## config.mk

```make
export PLATFORM = sky130hd
export DESIGN_NAME = rf_wb_arbiter
export DESIGN_NICKNAME = d
export VERILOG_FILES = /design/src/rtl/rf_wb_arbiter.sv
export SDC_FILE = /design/constraint.sdc
export NUM_CORES = 1
export LEC_CHECK = 0
export CORE_UTILIZATION = 37
export CTS_BUF_LIST = sky130_fd_sc_hd__clkbuf_16
export DETAILED_ROUTE_END_ITERATION = 10
export PLACE_DENSITY = 0.78
export SLEW_MARGIN = 10
export SYNTH_ARGS = -nofsm -noshare
export SYNTH_HDL_FRONTEND = slang
export SYNTH_SLANG_ARGS = --single-unit
```

## constraint.sdc

```tcl
create_clock -name clk -period 3.4 [get_ports clk]
set_input_delay 0.85 -clock clk [delete_from_list [all_inputs] [get_ports clk]]
set_output_delay 0.85 -clock clk [all_outputs]
set_load 0.02 [all_outputs]
```

## src/rtl/rf_wb_arbiter.sv

```systemverilog
// -----------------------------------------------------------------------------
// rf_wb_arbiter
//
// Purpose:
//   Merges the write-back streams of three execution units (ALU, LOAD, CSR)
//   into a single register-file write port, and keeps a scoreboard of
//   destination registers that have been issued but not yet written back.
//   Decode uses the scoreboard to detect read-after-write hazards.
//
//   - Round-robin arbitration, one grant per cycle, the output stage never
//     stalls, so any valid request is granted in the cycle it is presented.
//   - One cycle from handshake to register-file write.
//   - Writes to x0 are accepted and dropped.
//   - Scoreboard set (allocation) wins over clear (commit) on the same entry.
//
// Ports:
//   clk          system clock, rising edge
//   rst_n        asynchronous active-low reset
//   req_valid    [2:0]  per-requester request (0 ALU, 1 LOAD, 2 CSR)
//   req_ready    [2:0]  per-requester accept, one-hot or zero
//   req_rd       [14:0] destination per requester, 5 bits each
//   req_data     [95:0] write data per requester, 32 bits each
//   alloc_valid         issue stage marks a destination in flight
//   alloc_rd     [4:0]  destination being allocated
//   rs1, rs2     [4:0]  source registers read by decode
//   hazard1/2           source register has an in-flight write
//   wb_en               register-file write enable
//   wb_rd        [4:0]  register-file write address
//   wb_data      [31:0] register-file write data
//   pending      [31:0] scoreboard of in-flight destinations
// -----------------------------------------------------------------------------
module rf_wb_arbiter (
  input  logic        clk,
  input  logic        rst_n,
  input  logic [2:0]  req_valid,
  output logic [2:0]  req_ready,
  input  logic [14:0] req_rd,
  input  logic [95:0] req_data,
  input  logic        alloc_valid,
  input  logic [4:0]  alloc_rd,
  input  logic [4:0]  rs1,
  input  logic [4:0]  rs2,
  output logic        hazard1,
  output logic        hazard2,
  output logic        wb_en,
  output logic [4:0]  wb_rd,
  output logic [31:0] wb_data,
  output logic [31:0] pending
);

  // Round-robin pick: returns a one-hot grant, searching from ptr upwards
  // modulo 3. The unreachable pointer value 3 is treated like 0.
  function automatic logic [2:0] rr_pick(input logic [2:0] v, input logic [1:0] ptr);
    logic [2:0] g;
    g = 3'b000;
    case (ptr)
      2'd1: begin
        if (v[1])      g = 3'b010;
        else if (v[2]) g = 3'b100;
        else if (v[0]) g = 3'b001;
        else           g = 3'b000;
      end
      2'd2: begin
        if (v[2])      g = 3'b100;
        else if (v[0]) g = 3'b001;
        else if (v[1]) g = 3'b010;
        else           g = 3'b000;
      end
      default: begin
        if (v[0])      g = 3'b001;
        else if (v[1]) g = 3'b010;
        else if (v[2]) g = 3'b100;
        else           g = 3'b000;
      end
    endcase
    return g;
  endfunction

  logic [1:0]  rr_ptr_q,  rr_ptr_d;
  logic        wb_en_q,   wb_en_d;
  logic [4:0]  wb_rd_q,   wb_rd_d;
  logic [31:0] wb_data_q, wb_data_d;
  logic [31:0] pending_q, pending_d;

  logic [2:0]  grant_s;
  logic [2:0]  req_ready_s;
  logic        hs_s;
  logic [1:0]  gidx_s;
  logic [4:0]  sel_rd_s;
  logic [31:0] sel_data_s;

  // Arbitration; ready is forced low while reset is held so no handshake
  // can slip through during or at the release of reset.
  always_comb begin
    grant_s = rr_pick(req_valid, rr_ptr_q);
    if (rst_n) begin
      req_ready_s = grant_s;
    end else begin
      req_ready_s = 3'b000;
    end
  end

  // Decode the granted requester and select its destination and data.
  always_comb begin
    gidx_s     = 2'd0;
    sel_rd_s   = 5'd0;
    sel_data_s = 32'd0;
    case (req_ready_s)
      3'b001: begin
        gidx_s     = 2'd0;
        sel_rd_s   = req_rd[4:0];
        sel_data_s = req_data[31:0];
      end
      3'b010: begin
        gidx_s     = 2'd1;
        sel_rd_s   = req_rd[9:5];
        sel_data_s = req_data[63:32];
      end
      3'b100: begin
        gidx_s     = 2'd2;
        sel_rd_s   = req_rd[14:10];
        sel_data_s = req_data[95:64];
      end
      default: begin
        gidx_s     = 2'd0;
        sel_rd_s   = 5'd0;
        sel_data_s = 32'd0;
      end
    endcase
    hs_s = |(req_valid & req_ready_s);
  end

  // Next pointer and output-stage state; address and data only load on a
  // real write so they hold their last value while wb_en is low.
  always_comb begin
    rr_ptr_d  = rr_ptr_q;
    wb_en_d   = 1'b0;
    wb_rd_d   = wb_rd_q;
    wb_data_d = wb_data_q;
    if (hs_s) begin
      rr_ptr_d = (gidx_s == 2'd2) ? 2'd0 : (gidx_s + 2'd1);
      if (sel_rd_s != 5'd0) begin
        wb_en_d   = 1'b1;
        wb_rd_d   = sel_rd_s;
        wb_data_d = sel_data_s;
      end else begin
        wb_en_d   = 1'b0;
      end
    end else begin
      // Pull an illegal pointer back into range instead of holding it.
      rr_ptr_d = (rr_ptr_q == 2'd3) ? 2'd0 : rr_ptr_q;
    end
  end

  // Scoreboard update: clear on commit first, then set on allocation so the
  // set wins a same-cycle collision; entry 0 is hard-wired to zero.
  always_comb begin
    pending_d = pending_q;
    if (wb_en_q) begin
      pending_d[wb_rd_q] = 1'b0;
    end else begin
      pending_d = pending_q;
    end
    if (alloc_valid && (alloc_rd != 5'd0)) begin
      pending_d[alloc_rd] = 1'b1;
    end else begin
      pending_d[0] = 1'b0;
    end
    pending_d[0] = 1'b0;
  end

  // State registers; asynchronous reset discards any in-flight write.
  always_ff @(posedge clk or negedge rst_n) begin
    if (!rst_n) begin
      rr_ptr_q  <= 2'd0;
      wb_en_q   <= 1'b0;
      wb_rd_q   <= 5'd0;
      wb_data_q <= 32'd0;
      pending_q <= 32'd0;
    end else begin
      rr_ptr_q  <= rr_ptr_d;
      wb_en_q   <= wb_en_d;
      wb_rd_q   <= wb_rd_d;
      wb_data_q <= wb_data_d;
      pending_q <= pending_d;
    end
  end

  // Hazards read the registered scoreboard directly: no bypass, so a
  // register committing this cycle still shows as pending.
  assign hazard1   = pending_q[rs1];
  assign hazard2   = pending_q[rs2];
  assign req_ready = req_ready_s;
  assign wb_en     = wb_en_q;
  assign wb_rd     = wb_rd_q;
  assign wb_data   = wb_data_q;
  assign pending   = pending_q;

endmodule

```

==> flow_metrics.env <==
export IMPL_status="complete, no violations"
export IMPL_hp_class="in2async"
export IMPL_power_density_mw_per_mm2=759
export IMPL_synth_cell_types=44
export IMPL_cts_tree="done"
export IMPL_drt_iter0_markers=292
export IMPL_rows=38
export IMPL_fill_cells=877
export IMPL_wl_mm=14.3
export IMPL_cts_hold_buf=0
export IMPL_drive_gt1_frac=0.135
export IMPL_grt_usage=0.253
export IMPL_syn_area_sq_mm=0.00412
export IMPL_switchingPower_mw=2.05
export IMPL_fmax_ghz=0.298
export IMPL_wl_met3_mm=1.29
export IMPL_synth_compound_area_frac=0.224
export IMPL_cts_buffers=9
export IMPL_dieArea_sq_mm=0.0116
export IMPL_p_int_mw=3.18
export IMPL_max_slew_margin=0.545
export IMPL_start_util=0.380
export IMPL_clk_pin_slew_ps=60
export IMPL_nets=753
export IMPL_grt_antenna_before_repair=0
export IMPL_vias=4298
export IMPL_drcViolationCount=0
export IMPL_drtAntennaViolNets=0
export IMPL_r2r_slack_ps=460
export IMPL_worstMarginPinSlew_ps=682
export IMPL_syn_instance_count=397
export IMPL_synth_top_family_by_area="compound AO/OA/AOI/OAI gates"
export IMPL_gp_congestion=1.02
export IMPL_core_sq_mm=0.0108
export IMPL_timing_max_transition_violations_final=0
export IMPL_io_buffers=205
export IMPL_p_sw_frac=0.392
export IMPL_synthXorXnorAreaFrac=0
export IMPL_ys_seq_area_frac=0.431
export IMPL_pin_count=207
export IMPL_cts_setup_buffers=0
export IMPL_vias_per_cell=5.63
export IMPL_p_leak_nw=2.73
export IMPL_grt_start_max_net_pins=56
export IMPL_synth_area_mux_share=0.197
export IMPL_critPathCapture="hazard1"
export IMPL_startpoint="rs1[0]"
export IMPL_tns_ps=0
export IMPL_period_minus_slack_ps=3350
export IMPL_ys_warnings_count=0
export IMPL_cts_sinks=71
export IMPL_clock_latency_ps=320
export IMPL_syn_nets=532
export IMPL_synthAdderAreaFrac=0.00910
export IMPL_grt_pass1_wl_mm=22.2
export IMPL_cp_start_kind="input port"
export IMPL_reg2reg_depth=11
export IMPL_rr_startpoint="rr_ptr_q[0]"
export IMPL_synth_top_cell_area_share=0.431
export IMPL_p_seq_frac=0.287
export IMPL_place_area_sq_mm=0.00649
export IMPL_ys_ff_latch=71
export IMPL_finalCritPeriodShare=0.986
export IMPL_die_width_microns=108
export IMPL_cp_required_ps=2550
export IMPL_path_max_fanout=5
export IMPL_end_kind="output pin"
export IMPL_worstSetupPathType="in2out"
export IMPL_p_clk_frac=0.194
export IMPL_clk_path_buf_depth=2
export IMPL_dr_pass1_iters=4
export IMPL_final_cell_area_sq_mm=0.00689
export IMPL_synthFlopType="dfrtp_1"
export IMPL_top_layer_used="met4"
export IMPL_synth_largest_area_cell="dfrtp_1"
export IMPL_dp_hpwl_mm=11.3
export IMPL_area_growth_pct=67.2
export IMPL_hold_violations=0
export IMPL_p_comb_frac=0.519
export IMPL_setup_viol=0
export IMPL_m1WireLength_mm=5.17
export IMPL_syn_mean_instance_area_sq_um=10.4
export IMPL_arrival_ps=2500
export IMPL_grt_overflow=0
export IMPL_h_tree_depth=3
export IMPL_routed_wl_met2_mm=7.35
export IMPL_wl_per_cell_microns=18.7
export IMPL_yosys_area_share_simple=0.107
export IMPL_die_h_microns=108
export IMPL_cts_root_buffer="clkbuf_16"
export IMPL_antenna_cells=0
export IMPL_rsz0062_at_grt="no"
export IMPL_max_cap_violations=0
export IMPL_synth_area_leaders="dfrtp_1 43%, o21ai_0 12%, mux4_2 9.8%"
export IMPL_vdd_drop_max_mv=0.426
export IMPL_async_reset_ff_frac=1.00
export IMPL_synth_edf_count=0
export IMPL_reg2reg_to="wb_data[21]"
export IMPL_skew_ps=8.21
export IMPL_first_global_vias=4299
## power groups by stage
stage,Combinational (mW),Clock (mW),Sequential [mW]
6_report,2.72,1.02,1.50
5_1_grt,2.93,1.07,1.53
4_1_cts,2.72,1.04,1.48
3_5_place_dp,2.70,0,1.50
3_3_place_gp,2.62,0,1.47
2_1_floorplan,1.17,0,1.71
## registers in the layout, indices dropped and copies added (netlist names)
signal and flops:
wb_data 32, pending 31, wb_rd 5, rr_ptr_q 2
wb_en 1
## worst max-delay path, cell delays in order
cell and delay (ps):
buf_4 130, buf_12 120, mux4_2 500, mux4_2 490
mux2_4 290, buf_6 130
## cell usage in the layout (no fill, tap or decap), types with 4 or more instances in the layout
cell type and n:
mux2_2 6, a22oi_1 35, mux2_1 28, dfrtp_1 71, inv_1 8, mux4_2 18
nor2_1 4, buf_6 5, clkdlybuf4s50_1 196, nand2_1 44, o21ai_0 97, nand3_1 12
clkbuf_16 9, buf_4 23, nand3b_1 5
## routing by layer
| metal | vias up | track usage |
|---|---|---|
| met5 | - | 0 |
| met4 | 0 | 0.104 |
| met3 | 37 | 0.0654 |
| met2 | 262 | 0.453 |
| met1 | 2051 | 0.283 |
| li1 | 1948 | - |
## per-stage QoR
step | std cells | setup WS (ps) | util | power, mW | hold slack [ps]
global placement | 745 | -702 | 0.599 | 4.09 | 469
finish | 763 | 47.9 | 0.636 | 5.23 | 414
floorplan | 397 | 165 | - | 2.88 | 554
CTS | 763 | 13.3 | 0.635 | 5.24 | 408
detailed placement | 745 | -750 | 0.599 | 4.19 | 478
global route | 763 | 10.7 | 0.636 | 5.53 | 416
## cells in the mapped netlist, types with 2 or more instances
cell,n
o21ai_0,97
nand2b_1,2
mux4_2,18
mux2_2,8
and3_1,2
mux2_1,28
nor4b_1,2
o21ai_1,2
ha_1,3
nand3_1,12
nand2_1,44
clkbuf_1,16
o221ai_1,3
or2_2,3
buf_1,2
nor2_1,5
and2_1,2
or3b_1,2
buf_2,4
nand3b_1,5
inv_1,8
a22oi_1,35
nor2b_1,3
dfrtp_1,71
## how the worst min path moves through the flow
stage                      startpoint           to  cells past startpoint
after floorplan                 rst_n  pending[10]                      0
after global placement    wb_data[27]  wb_data[27]                      1
after detailed placement  wb_data[27]  wb_data[27]                      1
after CTS                       rst_n  rr_ptr_q[1]                      1
after global routing            rst_n  rr_ptr_q[1]                      1
final                           rst_n  rr_ptr_q[1]                      1
## cell families (layout without fill, tap and decap cells)
kind of cell,count (synthesis),count (layout)
compound gates,149,149
flops,71,71
other cells,1,1
buf+inv,32,258
simple gates,87,87
mux,54,54
fa+ha+maj,3,3
## area by class of cell
type                    count  area [sq um]  share of cell area
inverters                   9          33.8             0.00490
repair buffers            233          2350               0.341
well taps                 140           175              0.0254
clock buffers               9           225              0.0327
flip-flops and latches     71          1780               0.258
multi-input cells         294          2230               0.324
clock inverters             7           103              0.0149
## timing repair
action,CTS,global route
cloned,2,0
resized for setup,30,5
setup endpoints to repair,2,4
No activity file was read; power rests on OpenSTA's default activity.
